[src/rtl/ahb_master_arbiter.sv]
// Two-master AHB-Lite arbiter in front of interconnect slave port s0.
// Hands the bus over only on unlocked IDLE boundaries, with an optional tenure limit.
module ahb_master_arbiter #(
  parameter bit          RR_MODE    = 1'b0,
  parameter int unsigned MAX_TENURE = 32'd16,
  parameter int unsigned CNT_W      = 32'd8
) (
  input  logic        clk,
  input  logic        resetn,
  input  logic        m0_req_i,
  input  logic        m1_req_i,
  output logic        m0_gnt_o,
  output logic        m1_gnt_o,
  input  logic [31:0] m0_haddr_i,
  input  logic        m0_hwrite_i,
  input  logic [2:0]  m0_hsize_i,
  input  logic [2:0]  m0_hburst_i,
  input  logic [3:0]  m0_hprot_i,
  input  logic [1:0]  m0_htrans_i,
  input  logic        m0_hmastlock_i,
  input  logic [31:0] m0_hwdata_i,
  input  logic [31:0] m1_haddr_i,
  input  logic        m1_hwrite_i,
  input  logic [2:0]  m1_hsize_i,
  input  logic [2:0]  m1_hburst_i,
  input  logic [3:0]  m1_hprot_i,
  input  logic [1:0]  m1_htrans_i,
  input  logic        m1_hmastlock_i,
  input  logic [31:0] m1_hwdata_i,
  output logic        m_hready_o,
  output logic        m_hresp_o,
  output logic [31:0] m_hrdata_o,
  output logic [31:0] s_haddr_o,
  output logic        s_hwrite_o,
  output logic [2:0]  s_hsize_o,
  output logic [2:0]  s_hburst_o,
  output logic [3:0]  s_hprot_o,
  output logic [1:0]  s_htrans_o,
  output logic        s_hmastlock_o,
  output logic [31:0] s_hwdata_o,
  input  logic        s_hready_i,
  input  logic        s_hresp_i,
  input  logic [31:0] s_hrdata_i,
  output logic        hmaster_o,
  output logic        hmaster_data_o
);

  typedef enum logic {OWN0 = 1'b0, OWN1 = 1'b1} own_e;

  localparam logic [1:0]       HTRANS_IDLE = 2'b00;
  localparam bit               TENURE_EN   = (MAX_TENURE != 32'd0);
  localparam logic [CNT_W-1:0] TENURE_LIM  = CNT_W'(MAX_TENURE);
  localparam logic [CNT_W-1:0] CNT_ONE     = {{(CNT_W-1){1'b0}}, 1'b1};
  localparam logic [CNT_W-1:0] CNT_MAX     = {CNT_W{1'b1}};

  own_e             owner_r;
  logic             data_owner_r;
  logic [CNT_W-1:0] tenure_r;

  logic       own_req_s;
  logic       oth_req_s;
  logic [1:0] own_htrans_s;
  logic       own_lock_s;
  logic       eligible_s;
  logic       expired_s;
  logic       switch_s;

  // Owner-side view of the request lines plus the address-phase mux
  always_comb begin
    own_req_s     = m0_req_i;
    oth_req_s     = m1_req_i;
    own_htrans_s  = m0_htrans_i;
    own_lock_s    = m0_hmastlock_i;
    s_haddr_o     = m0_haddr_i;
    s_hwrite_o    = m0_hwrite_i;
    s_hsize_o     = m0_hsize_i;
    s_hburst_o    = m0_hburst_i;
    s_hprot_o     = m0_hprot_i;
    s_htrans_o    = m0_htrans_i;
    s_hmastlock_o = m0_hmastlock_i;
    case (owner_r)
      OWN1: begin
        own_req_s     = m1_req_i;
        oth_req_s     = m0_req_i;
        own_htrans_s  = m1_htrans_i;
        own_lock_s    = m1_hmastlock_i;
        s_haddr_o     = m1_haddr_i;
        s_hwrite_o    = m1_hwrite_i;
        s_hsize_o     = m1_hsize_i;
        s_hburst_o    = m1_hburst_i;
        s_hprot_o     = m1_hprot_i;
        s_htrans_o    = m1_htrans_i;
        s_hmastlock_o = m1_hmastlock_i;
      end
      default: begin
        own_req_s = m0_req_i;
      end
    endcase
  end

  assign eligible_s = s_hready_i && (own_htrans_s == HTRANS_IDLE) && !own_lock_s && oth_req_s;
  assign expired_s  = TENURE_EN && (tenure_r >= TENURE_LIM);

  // Handover decision; under fixed priority M1 only loses to M0 on contention
  always_comb begin
    switch_s = 1'b0;
    if (eligible_s) begin
      if (!own_req_s || expired_s || RR_MODE) begin
        switch_s = 1'b1;
      end else begin
        switch_s = (owner_r == OWN1);
      end
    end else begin
      switch_s = 1'b0;
    end
  end

  // Owner FSM, data-phase owner tracking and saturating tenure counter
  always_ff @(posedge clk or negedge resetn) begin
    if (!resetn) begin
      owner_r      <= OWN0;
      data_owner_r <= 1'b0;
      tenure_r     <= '0;
    end else begin
      if (s_hready_i) begin
        data_owner_r <= owner_r;
      end
      case (owner_r)
        OWN0:    if (switch_s) owner_r <= OWN1;
        OWN1:    if (switch_s) owner_r <= OWN0;
        default: owner_r <= OWN0;
      endcase
      if (switch_s || !oth_req_s) begin
        tenure_r <= '0;
      end else if (tenure_r != CNT_MAX) begin
        tenure_r <= tenure_r + CNT_ONE;
      end
    end
  end

  // Grants derive from the single owner flop, so they can never both be high
  assign m0_gnt_o       = (owner_r == OWN0);
  assign m1_gnt_o       = (owner_r == OWN1);
  assign hmaster_o      = owner_r;
  assign hmaster_data_o = data_owner_r;
  assign s_hwdata_o     = data_owner_r ? m1_hwdata_i : m0_hwdata_i;

  assign m_hready_o = s_hready_i;
  assign m_hresp_o  = s_hresp_i;
  assign m_hrdata_o = s_hrdata_i;

endmodule

[config.mk]
export PLATFORM = sky130hd
export DESIGN_NAME = ahb_master_arbiter
export DESIGN_NICKNAME = d
export VERILOG_FILES = /design/src/rtl/ahb_master_arbiter.sv
export SDC_FILE = /design/constraint.sdc
export NUM_CORES = 1
export LEC_CHECK = 0
export ABC_AREA = 1
export BUFFER_PORTS_ARGS = -buffer_cell sky130_fd_sc_hd__buf_2
export CAP_MARGIN = 25
export CORE_AREA = 2 2 121 123
export DETAILED_ROUTE_END_ITERATION = 8
export DIE_AREA = 0 0 123 125
export PLACE_DENSITY = 0.55
export SKIP_LAST_GASP = 1
export SYNTH_ARGS = -nofsm -noshare
export SYNTH_HDL_FRONTEND = slang
export SYNTH_SLANG_ARGS = --single-unit
[constraint.sdc]
create_clock -name clk -period 2.2 [get_ports clk]
set_clock_uncertainty 0.2 [all_clocks]
set_input_delay 0.11 -clock clk [delete_from_list [all_inputs] [get_ports clk]]
set_output_delay 0.11 -clock clk [all_outputs]
set_load 0.01 [all_outputs]
Yosys cells after proc, flatten, opt, wreduce, memory -nomap -nowiden --
Index checks and enable logic that the tools add are counted. W data, S select, Z words.
Operators by class: mux-type cells 17, bitwise operators 1, $lt $le $gt $ge 1, equal/unequal tests 1, $add $sub $neg 1, reduce and logical (&&, ||, !) cells 10
Operator list (count):
- $mux W32 | 2
- $mux W8 | 2
- $add A8 B1 Y8 const B | 1
- $ge A8 B5 Y1 const B | 1
- $mux W1 | 8
- $ne A8 B8 Y1 const B | 1
- $mux W3 | 2
- $mux W4 | 1
- $logic_and A1 B1 Y1 | 3
- $logic_not A1 Y1 | 3
- $logic_not A2 Y1 | 1
- $logic_or A1 B1 Y1 | 2
- $mux W2 | 1
- $pmux W1 S2 | 1
- $reduce_bool A2 Y1 | 1
- $not A1 Y1 | 1
Word-level totals: logic and storage cells 34, input bits 194, output and inout port bits 116, register bits 10

Logic depth before layout (Yosys ltp) --
Gate-level depths: netlist of run 1.
depth after elaboration 8, depth in mapped cells 8, depth with buffers taken out 8

Worst setup path after synthesis of run 1 --
Ideal clock, no wire load.
path kind register to register, from reg owner_r, in the netlist hmaster_o, to reg tenure_r[7], arrival time 1195 ps, library setup time 118 ps, stages on the path, launching flop included 9, slack 688 ps, clock period less this slack 1512 ps, buffers on the path 0, required time 1882 ps, path through dfrtp_1 > inv_2 > nand2_1 > nand2_2 > nand2_1 > nor2_4 > nand2_4 > nand3_4 > nand2_1
Between the ends: word-level cells in the longest chain between the ends 8, elaborated cells on any way between the ends 17, those cells by class mux: 7; reduce/logical: 10
Ends and longest elaborated chain:
- from (decl) | RTL line 56 | own_e owner_r;
- from (signal assigned) | RTL line 121 | owner_r <= OWN0;
- from (signal assigned) | RTL line 129 | OWN0: if (switch_s) owner_r <= OWN1;
- from (signal assigned) | RTL line 130 | OWN1: if (switch_s) owner_r <= OWN0;
- $mux W2 | RTL line 81 | case (owner_r)
- $logic_not A2 Y1 | RTL line 101 | assign eligible_s = s_hready_i && (own_htrans_s == HTRANS_IDLE) && !own_lock_s && oth_req_s;
- $logic_and A1 B1 Y1 (3 in a row) | RTL line 101
- $mux W1 | RTL line 107 | if (eligible_s) begin
- $logic_or A1 B1 Y1 (*) | RTL line 133 | if (switch_s || !oth_req_s) begin
- $mux W8 / $reduce_bool A2 Y1 (equally long branches)
- to (signal assigned) | RTL line 136 | tenure_r <= tenure_r + CNT_ONE;
- to (decl) | RTL line 58 | logic [CNT_W-1:0] tenure_r;
Mark *: on every way between the ends. The rest lies on a longest branch, timed or not. A chain may end at the register's enable or synchronous reset.

Final worst setup path of run 1 --
from reg owner_r, in the netlist hmaster_o, to out s_haddr_o[19]
Between the ends: word-level cells in the longest chain between the ends 1
Ends and longest elaborated chain:
- $mux W32 | RTL line 81
- to (decl) | RTL line 33 | output logic [31:0] s_haddr_o,
No other way between the ends.

==> impl_metrics.csv, run 1 <==
group,metric,value,unit
clock_tree,cts_root_buf,"clkbuf_16",
yosys,yosys_warnings,0,
route,drc,0,
worst_setup_path,slowest_stage,"dfrtp_2",
route,wire_per_inst,11.51,um
route,wl,8758,um
power,leakagePower,0.002110,uW
timing,finalSetupViolCount,0,
cells_and_area,syn_to_final_growth,66.82,%
worst_setup_path,worstPathRequired,1890,ps
timing,holdWs,20.00,ps
route,wl_met2,4309,um
timing,fmax,0.5187,GHz
route,top_layer,"met4",
cells_and_area,final_cell_mix,"nand2_1, buf_2, inv_1",
clock_tree,cts_tree,"done",
timing,tightest_slew,434.5,ps
placement,portBuffers,243,
yosys,ys_types,20,
yosys,yosysSeqAreaShare,0.1343,
timing,finalMaxSlewViolations,0,
route,first_pass_iters,4,
worst_hold_path,min_from,"s_hrdata_i[12]",
die,die_x,123,um
worst_setup_path,crit_fanout,42,
route,routed_via_density,3.691,
worst_hold_path,min_path_type,"input pin to output port",
route,vias,2809,
cells_and_area,mostFrequentLayoutCell,"nand2_1",
placement,dp_hpwl,7521,um
yosys,syn-instance-count,375,
yosys,ys_top_cells_by_area,"nand2_1, buf_4, dfrtp_1",
die,dieArea,15380,sq um
cells_and_area,insertedDiodeCount,0,
placement,gp_congestion,0.7991,
worst_setup_path,path_common_cell,"nand2_1",
grt,grt_antenna_before_repair,0,
worst_hold_path,min_delay_path_depth,0,
worst_setup_path,crit_path_start_kind,"register",
timing,finalCritPeriodShare,0.8763,
yosys,yosysTopAreaCell,"nand2_1",
worst_setup_path,rrSetupSlack,530,ps
yosys,syn-num-nets,571,
route,m1WireLength,3439,um
route,met3_length,757,um
timing,relSlewSlack,0.7103,
grt,grt_overflow,0,
timing,grt_setup_unrepaired,"false",
power,seq_power_share,0.100,
die,boundaryPins,310,
worst_setup_path,worstPathCellList,"inv_2, buf_4, nand2_1, nand2_1, buf_2",
worst_setup_path,reg2reg_depth,8,
timing,hold_viol_final,0,
job,cap_violations,0,
grt,grt_pass1_vias,2647,
power,p_per_area,884.1,nW/um^2
power,p_clk_frac,0.118,
clock_tree,clkTransAtPathRegs,40,ps
worst_setup_path,endpoint_kind,"output port",
timing,fin_tns_setup,0,ps
clock_tree,clock_sinks,10,
power,netSwitchingFraction,0.5400,
power,p_int,1264,uW
clock_tree,cts_max_level,1,
clock_tree,ctsLongestPathBuffers,2,
worst_setup_path,reg2reg_to,"tenure_r[7]",
die,fp-row-count,44,
clock_tree,clock_latency,240,ps
die,initial_core_util,0.1312,
power,p_switching,1484,uW
cells_and_area,drive_gt1_frac,0.4506,
worst_setup_path,crit_type,"register to output port",
route,drt-initial-drc-count,93,
yosys,netlist.area_leader.share,0.5057,
worst_setup_path,critical-path-max-stage-delay,460,ps
yosys,synth-seq-cells,10,
worst_hold_path,min_to,"m_hrdata_o[12]",
yosys,syn-cell-area,1863,sq um
cells_and_area,nNetsFinal,774,
power,p_comb_frac,0.781,
power,ir_drop,0.0002567,V
grt,grt_pass1_wl,13370,um
grt,grt_max_degree,43,
clock_tree,cts_made_buffers,3,
outcome,status,"finished clean",
worst_setup_path,rr_startpoint,"hmaster_o",
die,die_h,125,um
grt,track_usage,0.1083,
yosys,syn_area_per_cell,4.968,sq um
route,ant_nets,0,
die,coreArea,14200,sq um
worst_setup_path,worstPathArrival,1620,ps
timing,min_period,1928,ps
## final cells by class
type                            count  area, sq um
Fill cell                        1683        11100
Timing Repair Buffer              250         1274
Multi-Input combinational cell    294         1202
Sequential cell                    10        251.5
Tap cell                          184        230.2
Clock buffer                        4        78.83
Inverter                           19        71.32
## critical path, delay by kind of cell, from the launching register on
kind | cells | cell delay [ps]
DFF | 1 | 460
buffers and inverters | 3 | 680
and+or+nand+nor | 2 | 210
## registers in the layout, indices dropped and copies added (netlist names)
name / cells
hmaster_o: 1
hmaster_data_o: 1
tenure_r: 8
## repair_timing
item / CTS / global route
setup buffers: 0 / 0
resized for setup: 0 / 0
hold endpoints to repair: 11 / 0
hold buffers: 2 / 0
## power by group through the flow
stage          clock [uW]  sequential, uW  combinational [uW]
6_report              326             276                2150
5_1_grt               335             288                2410
4_1_cts               329             276                2180
3_5_place_dp            0             278                2170
3_3_place_gp            0             275                2170
2_1_floorplan           0             271                1320
## layer usage
layer / global-route usage / vias up
met2: 0.1830 / 132
met4: 0.03342 / 0
li1: - / 1482
met3: 0.03057 / 21
met5: 0 / -
met1: 0.1320 / 1174
## cell families (layout without fill, tap and decap cells)
kind of cell,Yosys count,count (layout),synth area share
AOI/OAI and AO/OA,4,4,0.01075
and+or+nand+nor,285,285,0.6071
xor gates and xnor gates,3,3,0.01411
DFF,10,10,0.1343
buffers and inverters,71,273,0.2203
adders and majority gates,2,2,0.01343
## Yosys cell counts
library cell / n
nand4_1: 1
nand2_2: 3
buf_4: 36
nor3_1: 2
dfrtp_1: 10
nor2_4: 1
clkbuf_1: 14
nand3_2: 1
o21ai_0: 4
nand3_1: 11
nand2_1: 251
nand2_4: 1
buf_6: 1
buf_2: 1
inv_2: 1
nor2_1: 13
xor2_1: 3
inv_1: 18
ha_1: 2
nand3_4: 1
## stage by stage
stage / setup slack [ps] / total power (uW) / utilization / cell area (sq um) / instances
6_report: 272.1 / 2748 / 0.2188 / 3108 / 761
3_3_place_gp: 546.3 / 2443 / 0.2119 / 3009 / 755
4_1_cts: 263.4 / 2784 / 0.2188 / 3108 / 761
3_5_place_dp: 517.6 / 2445 / 0.2119 / 3009 / 755
5_1_grt: 160.9 / 3038 / 0.2188 / 3108 / 761
2_1_floorplan: 687.6 / 1593 / - / 1863 / 375
## how the worst max path moves through the flow
stage          startpoint       endpoint  slack (ps)  cells past startpoint
2_1_floorplan   hmaster_o    tenure_r[7]         690                      8
3_3_place_gp    hmaster_o  s_haddr_o[19]         550                      5
3_5_place_dp    hmaster_o  s_haddr_o[19]         520                      5
4_1_cts         hmaster_o  s_haddr_o[19]         260                      5
5_1_grt         hmaster_o  s_haddr_o[30]         160                      5
6_report        hmaster_o  s_haddr_o[19]         270                      5
No activity file was read; power rests on OpenSTA's default activity.
==> run 2: changes to the inputs <==
Settings changed: RECOVER_POWER from default to 50.
==> run 2 against run 1 <==
Against the previous run: combinational power shrank 2%; final cell count unchanged; core utilization decreased by 0.24 points; cell area fell by 1.1%; largest power group unchanged.
==> impl_metrics.csv, run 2 (synthesis results as in run 1) <==
group,metric,value,unit
grt,grt_antenna_before_repair,0,
timing,hold_viol_final,0,
cells_and_area,fillers,1698,
clock_tree,ctsLongestPathBuffers,2,
die,fp-row-count,44,
cells_and_area,multi_input_area,1202,sq um
timing,fin_tns_setup,0,ps
die,boundaryPins,310,
cells_and_area,mostFrequentLayoutCell,"nand2_1",
timing,fmax,0.5088,GHz
timing,finalMaxSlewViolations,0,
clock_tree,post-cts-setup-buffers,0,
cells_and_area,drive_gt1_frac,0.4142,
route,routed_via_density,3.673,
grt,grt_max_degree,43,
route,ant_nets,0,
worst_setup_path,endpoint_kind,"output port",
grt,met3_usage,0.03057,
outcome,status,"finished clean",
power,seq_power_share,0.101,
grt,grt_util_met1,0.1320,
timing,finalCritPeriodShare,0.8934,
power,p_per_area,880.8,nW/um^2
grt,busiest_layer,"met2",
grt,grt_pass1_vias,2647,
placement,gp_congestion,0.7991,
cells_and_area,insertedDiodeCount,0,
die,initial_core_util,0.1312,
cells_and_area,final-seq-area,250.2,sq um
worst_setup_path,crit_type,"register to output port",
grt,grt_overflow,0,
worst_setup_path,critical-path-max-stage-delay,470,ps
power,netSwitchingFraction,0.5490,
cells_and_area,largest_register_ffs,8,
clock_tree,clkTransAtPathRegs,40,ps
worst_setup_path,crit_fanout,42,
timing,tightest_slew,675.6,ps
route,wl,8760,um
timing,grt_setup_unrepaired,"false",
power,p_switching,1487,uW
route,vias,2795,
power,ir_drop,0.0002532,V
route,first_pass_iters,4,
power,p_clk_frac,0.120,
clock_tree,cts_root_buf,"clkbuf_16",
worst_setup_path,worstPathRequired,1890,ps
die,die_x,123,um
job,cap_violations,0,
power,leakagePower,0.002052,uW
cells_and_area,final_cell_mix,"nand2_1, buf_2, clkbuf_1",
clock_tree,cts_max_level,1,
worst_setup_path,path_common_cell,"nand2_1",
route,drc,0,
timing,min_period,1965,ps
grt,grt_use_met2,0.1830,
route,wire_per_inst,11.51,um
power,p_comb_frac,0.779,
worst_hold_path,min_path_type,"input pin to output port",
placement,portBuffers,243,
clock_tree,cts_made_buffers,3,
clock_tree,clock_sinks,10,
route,drt-initial-drc-count,92,
worst_setup_path,worstPathCellList,"inv_2, buf_4, nand2_1, nand2_1, buf_2",
die,dieArea,15380,sq um
grt,track_usage,0.1083,
die,coreArea,14200,sq um
timing,finalSetupViolCount,0,
cells_and_area,syn_to_final_growth,65.01,%
worst_setup_path,slowest_stage,"dfrtp_1",
grt,grt_pass1_wl,13370,um
cells_and_area,utilization,0.2164,
cells_and_area,largest_register,"tenure_r",
worst_setup_path,crit_path_start_kind,"register",
timing,relSlewSlack,0.5496,
power,p_int,1221,uW
clock_tree,cts_resized,0,
cells_and_area,nNetsFinal,774,
placement,dp_hpwl,7521,um
worst_setup_path,worstPathArrival,1660,ps
die,die_h,125,um
clock_tree,clock_latency,240,ps
clock_tree,cts_tree,"done",
[run 2: worst paths after layout]
kind	start	to	slack, ps	depth (start not counted)
setup reg to reg	hmaster_o	tenure_r[7]	440	8
min in group asynchronous	resetn	tenure_r[3]	170	2
hold reg to reg	tenure_r[0]	tenure_r[0]	420	2
hold / removal	s_hrdata_i[12]	m_hrdata_o[12]	20	0
max in group asynchronous	resetn	hmaster_data_o	1280	2
setup / recovery	hmaster_o	s_haddr_o[19]	230	5
[run 2: power by group through the flow]
stage	clock (uW)	combinational [uW]	sequential (uW)
floorplan	0	1320	271
global placement	0	2170	275
detailed placement	0	2170	278
CTS	329	2180	276
global route	335	2380	285
finish	325	2110	274
[run 2: worst max-delay path, delay by kind of cell, from the launching register on]
family                 cells  cell delay, ps
AND/OR/NAND/NOR            2             210
flip-flops                 1             470
buffers and inverters      3             710
[run 2: area by class of cell]
class / count / area share
multi-input combinational: 294 / 0.3911
sequential: 10 / 0.08140
clock buffer: 4 / 0.02564
timing repair buffer: 250 / 0.4037
tap: 184 / 0.07489
inverter: 19 / 0.02320
[run 2: what timing repair did]
action / in CTS / in global routing
endpoints found under the hold margin: 11 / 0
setup endpoints to repair: 0 / 0
hold buffers: 2 / 0
[run 2: per-stage QoR]
step                      total power (uW)  std cells  area (sq um)  setup WS [ps]  hold slack, ps
final                                 2708        761          3074          234.6           20.00
after global routing                  2998        761          3074          89.29           20.02
after CTS                             2784        761          3108          263.4           20.07
after detailed placement              2445        755          3009          517.6          -217.7
after global placement                2443        755          3009          546.3          -217.5
after floorplan                       1593        375          1863          687.6          -385.6
[run 2: layer usage]
| metal | wire length (um) | vias to the layer above |
|---|---|---|
| li1 | - | 1481 |
| met1 | 3422 | 1172 |
| met2 | 4298 | 123 |
| met3 | 792 | 19 |
| met4 | 246 | 0 |
| met5 | 0 | - |
==> run 3: changes to the inputs <==
Settings changed: BUFFER_PORTS_ARGS -buffer_cell sky130_fd_sc_hd__buf_2 to default, CORE_AREA 2 2 121 123 to 2 2 120 122, CTS_CLUSTER_SIZE from default to 24, DIE_AREA 0 0 123 125 to 0 0 122 124, DONT_BUFFER_PORTS from default to 1, PLACE_DENSITY 0.55 to 0.36.
==> run 3 against run 2 <==
Against the previous run: clock power rose by 14%; core utilization fell by 7.8 points; critical path depth fell by 1; first-iteration DRC count rose by 80%; final cell count fell by 32%; cell area fell by 38%; routed wire length fell by 25%; critical path type unchanged; critical endpoint is now s_hsize_o[0]; largest cell class is now multi-input gates.
==> impl_metrics.csv, run 3 (synthesis results as in run 1) <==
group,metric,value,unit
grt,grt_antenna_before_repair,0,
placement,portBuffers,0,
power,p_per_area,1112,nW/um^2
clock_tree,cts_root_buf,"clkbuf_16",
timing,min_period,1853,ps
worst_setup_path,reg2reg_to,"tenure_r[0]",
timing,fmax,0.5397,GHz
power,total_power,2115,uW
placement,place_area,1788,sq um
clock_tree,cts_resized,0,
grt,track_usage,0.07076,
die,coreArea,13720,sq um
timing,relSlewSlack,0.5482,
route,ant_nets,0,
cells_and_area,mostFrequentLayoutCell,"nand2_1",
cells_and_area,fillers,1613,
clock_tree,cts_made_buffers,3,
placement,dp_hpwl,5618,um
cells_and_area,drive_gt1_frac,0.05075,
cells_and_area,final_cell_mix,"nand2_1, inv_1, nor2_1",
die,boundaryPins,310,
route,vias,1990,
route,drc,0,
outcome,status,"finished clean",
route,drt-initial-drc-count,166,
clock_tree,ctsLongestPathBuffers,2,
grt,grt_pass1_vias,1533,
worst_setup_path,rr_startpoint,"hmaster_o",
cells_and_area,final_area,1902,sq um
clock_tree,clkTransAtPathRegs,40,ps
cells_and_area,largest_register,"tenure_r",
worst_hold_path,min_delay_path_depth,0,
power,leakagePower,0.001149,uW
worst_hold_path,min_from,"s_hrdata_i[12]",
worst_hold_path,min_path_type,"input pin to output port",
placement,placedCellCount,508,
timing,hold_viol_final,0,
timing,tightest_slew,677.8,ps
timing,finalCritPeriodShare,0.8423,
worst_hold_path,min_to,"m_hrdata_o[12]",
worst_setup_path,reg2reg_depth,8,
placement,gp_congestion,0.7564,
worst_setup_path,worstPathArrival,1540,ps
worst_setup_path,crit_type,"register to output port",
worst_setup_path,crit_path_start_kind,"register",
worst_setup_path,endpoint_kind,"output port",
grt,grt_max_degree,42,
cells_and_area,syn_to_final_growth,2.082,%
timing,grt_setup_unrepaired,"false",
worst_setup_path,crit_fanout,41,
clock_tree,cts_tree,"done",
cells_and_area,nNetsFinal,532,
grt,grt_overflow,0,
die,die_h,124,um
timing,holdWs,20.00,ps
power,ir_drop,0.0002847,V
clock_tree,cts_max_level,1,
cells_and_area,largest_register_ffs,8,
timing,fin_tns_setup,0,ps
job,cap_violations,0,
die,fp-row-count,43,
route,wire_per_inst,12.79,um
timing,finalSetupViolCount,0,
route,wl,6585,um
die,dieArea,15130,sq um
worst_setup_path,worstPathRequired,1890,ps
die,initial_core_util,0.1358,
grt,grt_pass1_wl,8362,um
clock_tree,clock_sinks,10,
route,routed_via_density,3.864,
die,die_x,122,um
cells_and_area,insertedDiodeCount,0,
route,first_pass_iters,4,
clock_tree,clock_latency,240,ps
timing,finalMaxSlewViolations,0,
worst_setup_path,rrSetupSlack,430,ps
cells_and_area,final_cell_count_no_fill,515,
-- run 3: changes by cell type in the layout (fill, tap and decap cells not counted), moves of 2 or more --
cell / previous run / this run
clkbuf_1: 21 / 0
buf_4: 2 / 4
buf_2: 223 / 0
clkbuf_2: 3 / 1
-- run 3: critical path, cell delays in order, from the launching register on --
cell,delay [ps]
dfrtp_2,360
buf_4,210
buf_4,370
nand2_1,150
nand2_1,180
-- run 3: power by group --
group          leakage [uW]  total (uW)  switching, uW  internal (uW)
Clock             0.0000442         370           95.7            274
Combinational      0.000971        1480           1150            335
Sequential         0.000134         260           36.2            224
-- run 3: through the flow --
stage               utilization  worst slack, ps
finish                   0.1386            347.0
global route             0.1386            230.7
CTS                      0.1390            319.7
detailed placement       0.1303            412.4
global placement         0.1303            475.4
floorplan                     -            687.6
-- run 3: final cells by class --
class	instances	area [sq um]	area share
inverters	19	71.32	0.03750
flip-flops and latches	10	251.5	0.1322
repair buffers	8	65.06	0.03421
multi-input cells	294	1200	0.6309
clock buffers	4	88.84	0.04671
well taps	180	225.2	0.1184
-- run 3: what timing repair did --
item / in CTS / in global routing
setup buffers: 0 / 0
hold buffers: 3 / 0
endpoints found under the hold margin: 12 / 0
-- run 3: worst max-delay path by stage --
stage / startpoint / endpoint / cells past startpoint
3_5_place_dp: hmaster_o / tenure_r[0] / 8
5_1_grt: hmaster_o / s_hsize_o[0] / 4
2_1_floorplan: hmaster_o / tenure_r[7] / 8
4_1_cts: hmaster_o / s_hsize_o[0] / 4
6_report: hmaster_o / s_hsize_o[0] / 4
3_3_place_gp: hmaster_o / tenure_r[6] / 8
-- run 3: per-layer routing --
layer | vias to the layer above | global-route usage | share of wire
li1 | 997 | - | -
met1 | 857 | 0.08868 | 0.38
met2 | 131 | 0.1236 | 0.52
met3 | 5 | 0.01923 | 0.092
met4 | 0 | 0.01078 | 0.0070
met5 | - | 0 | 0
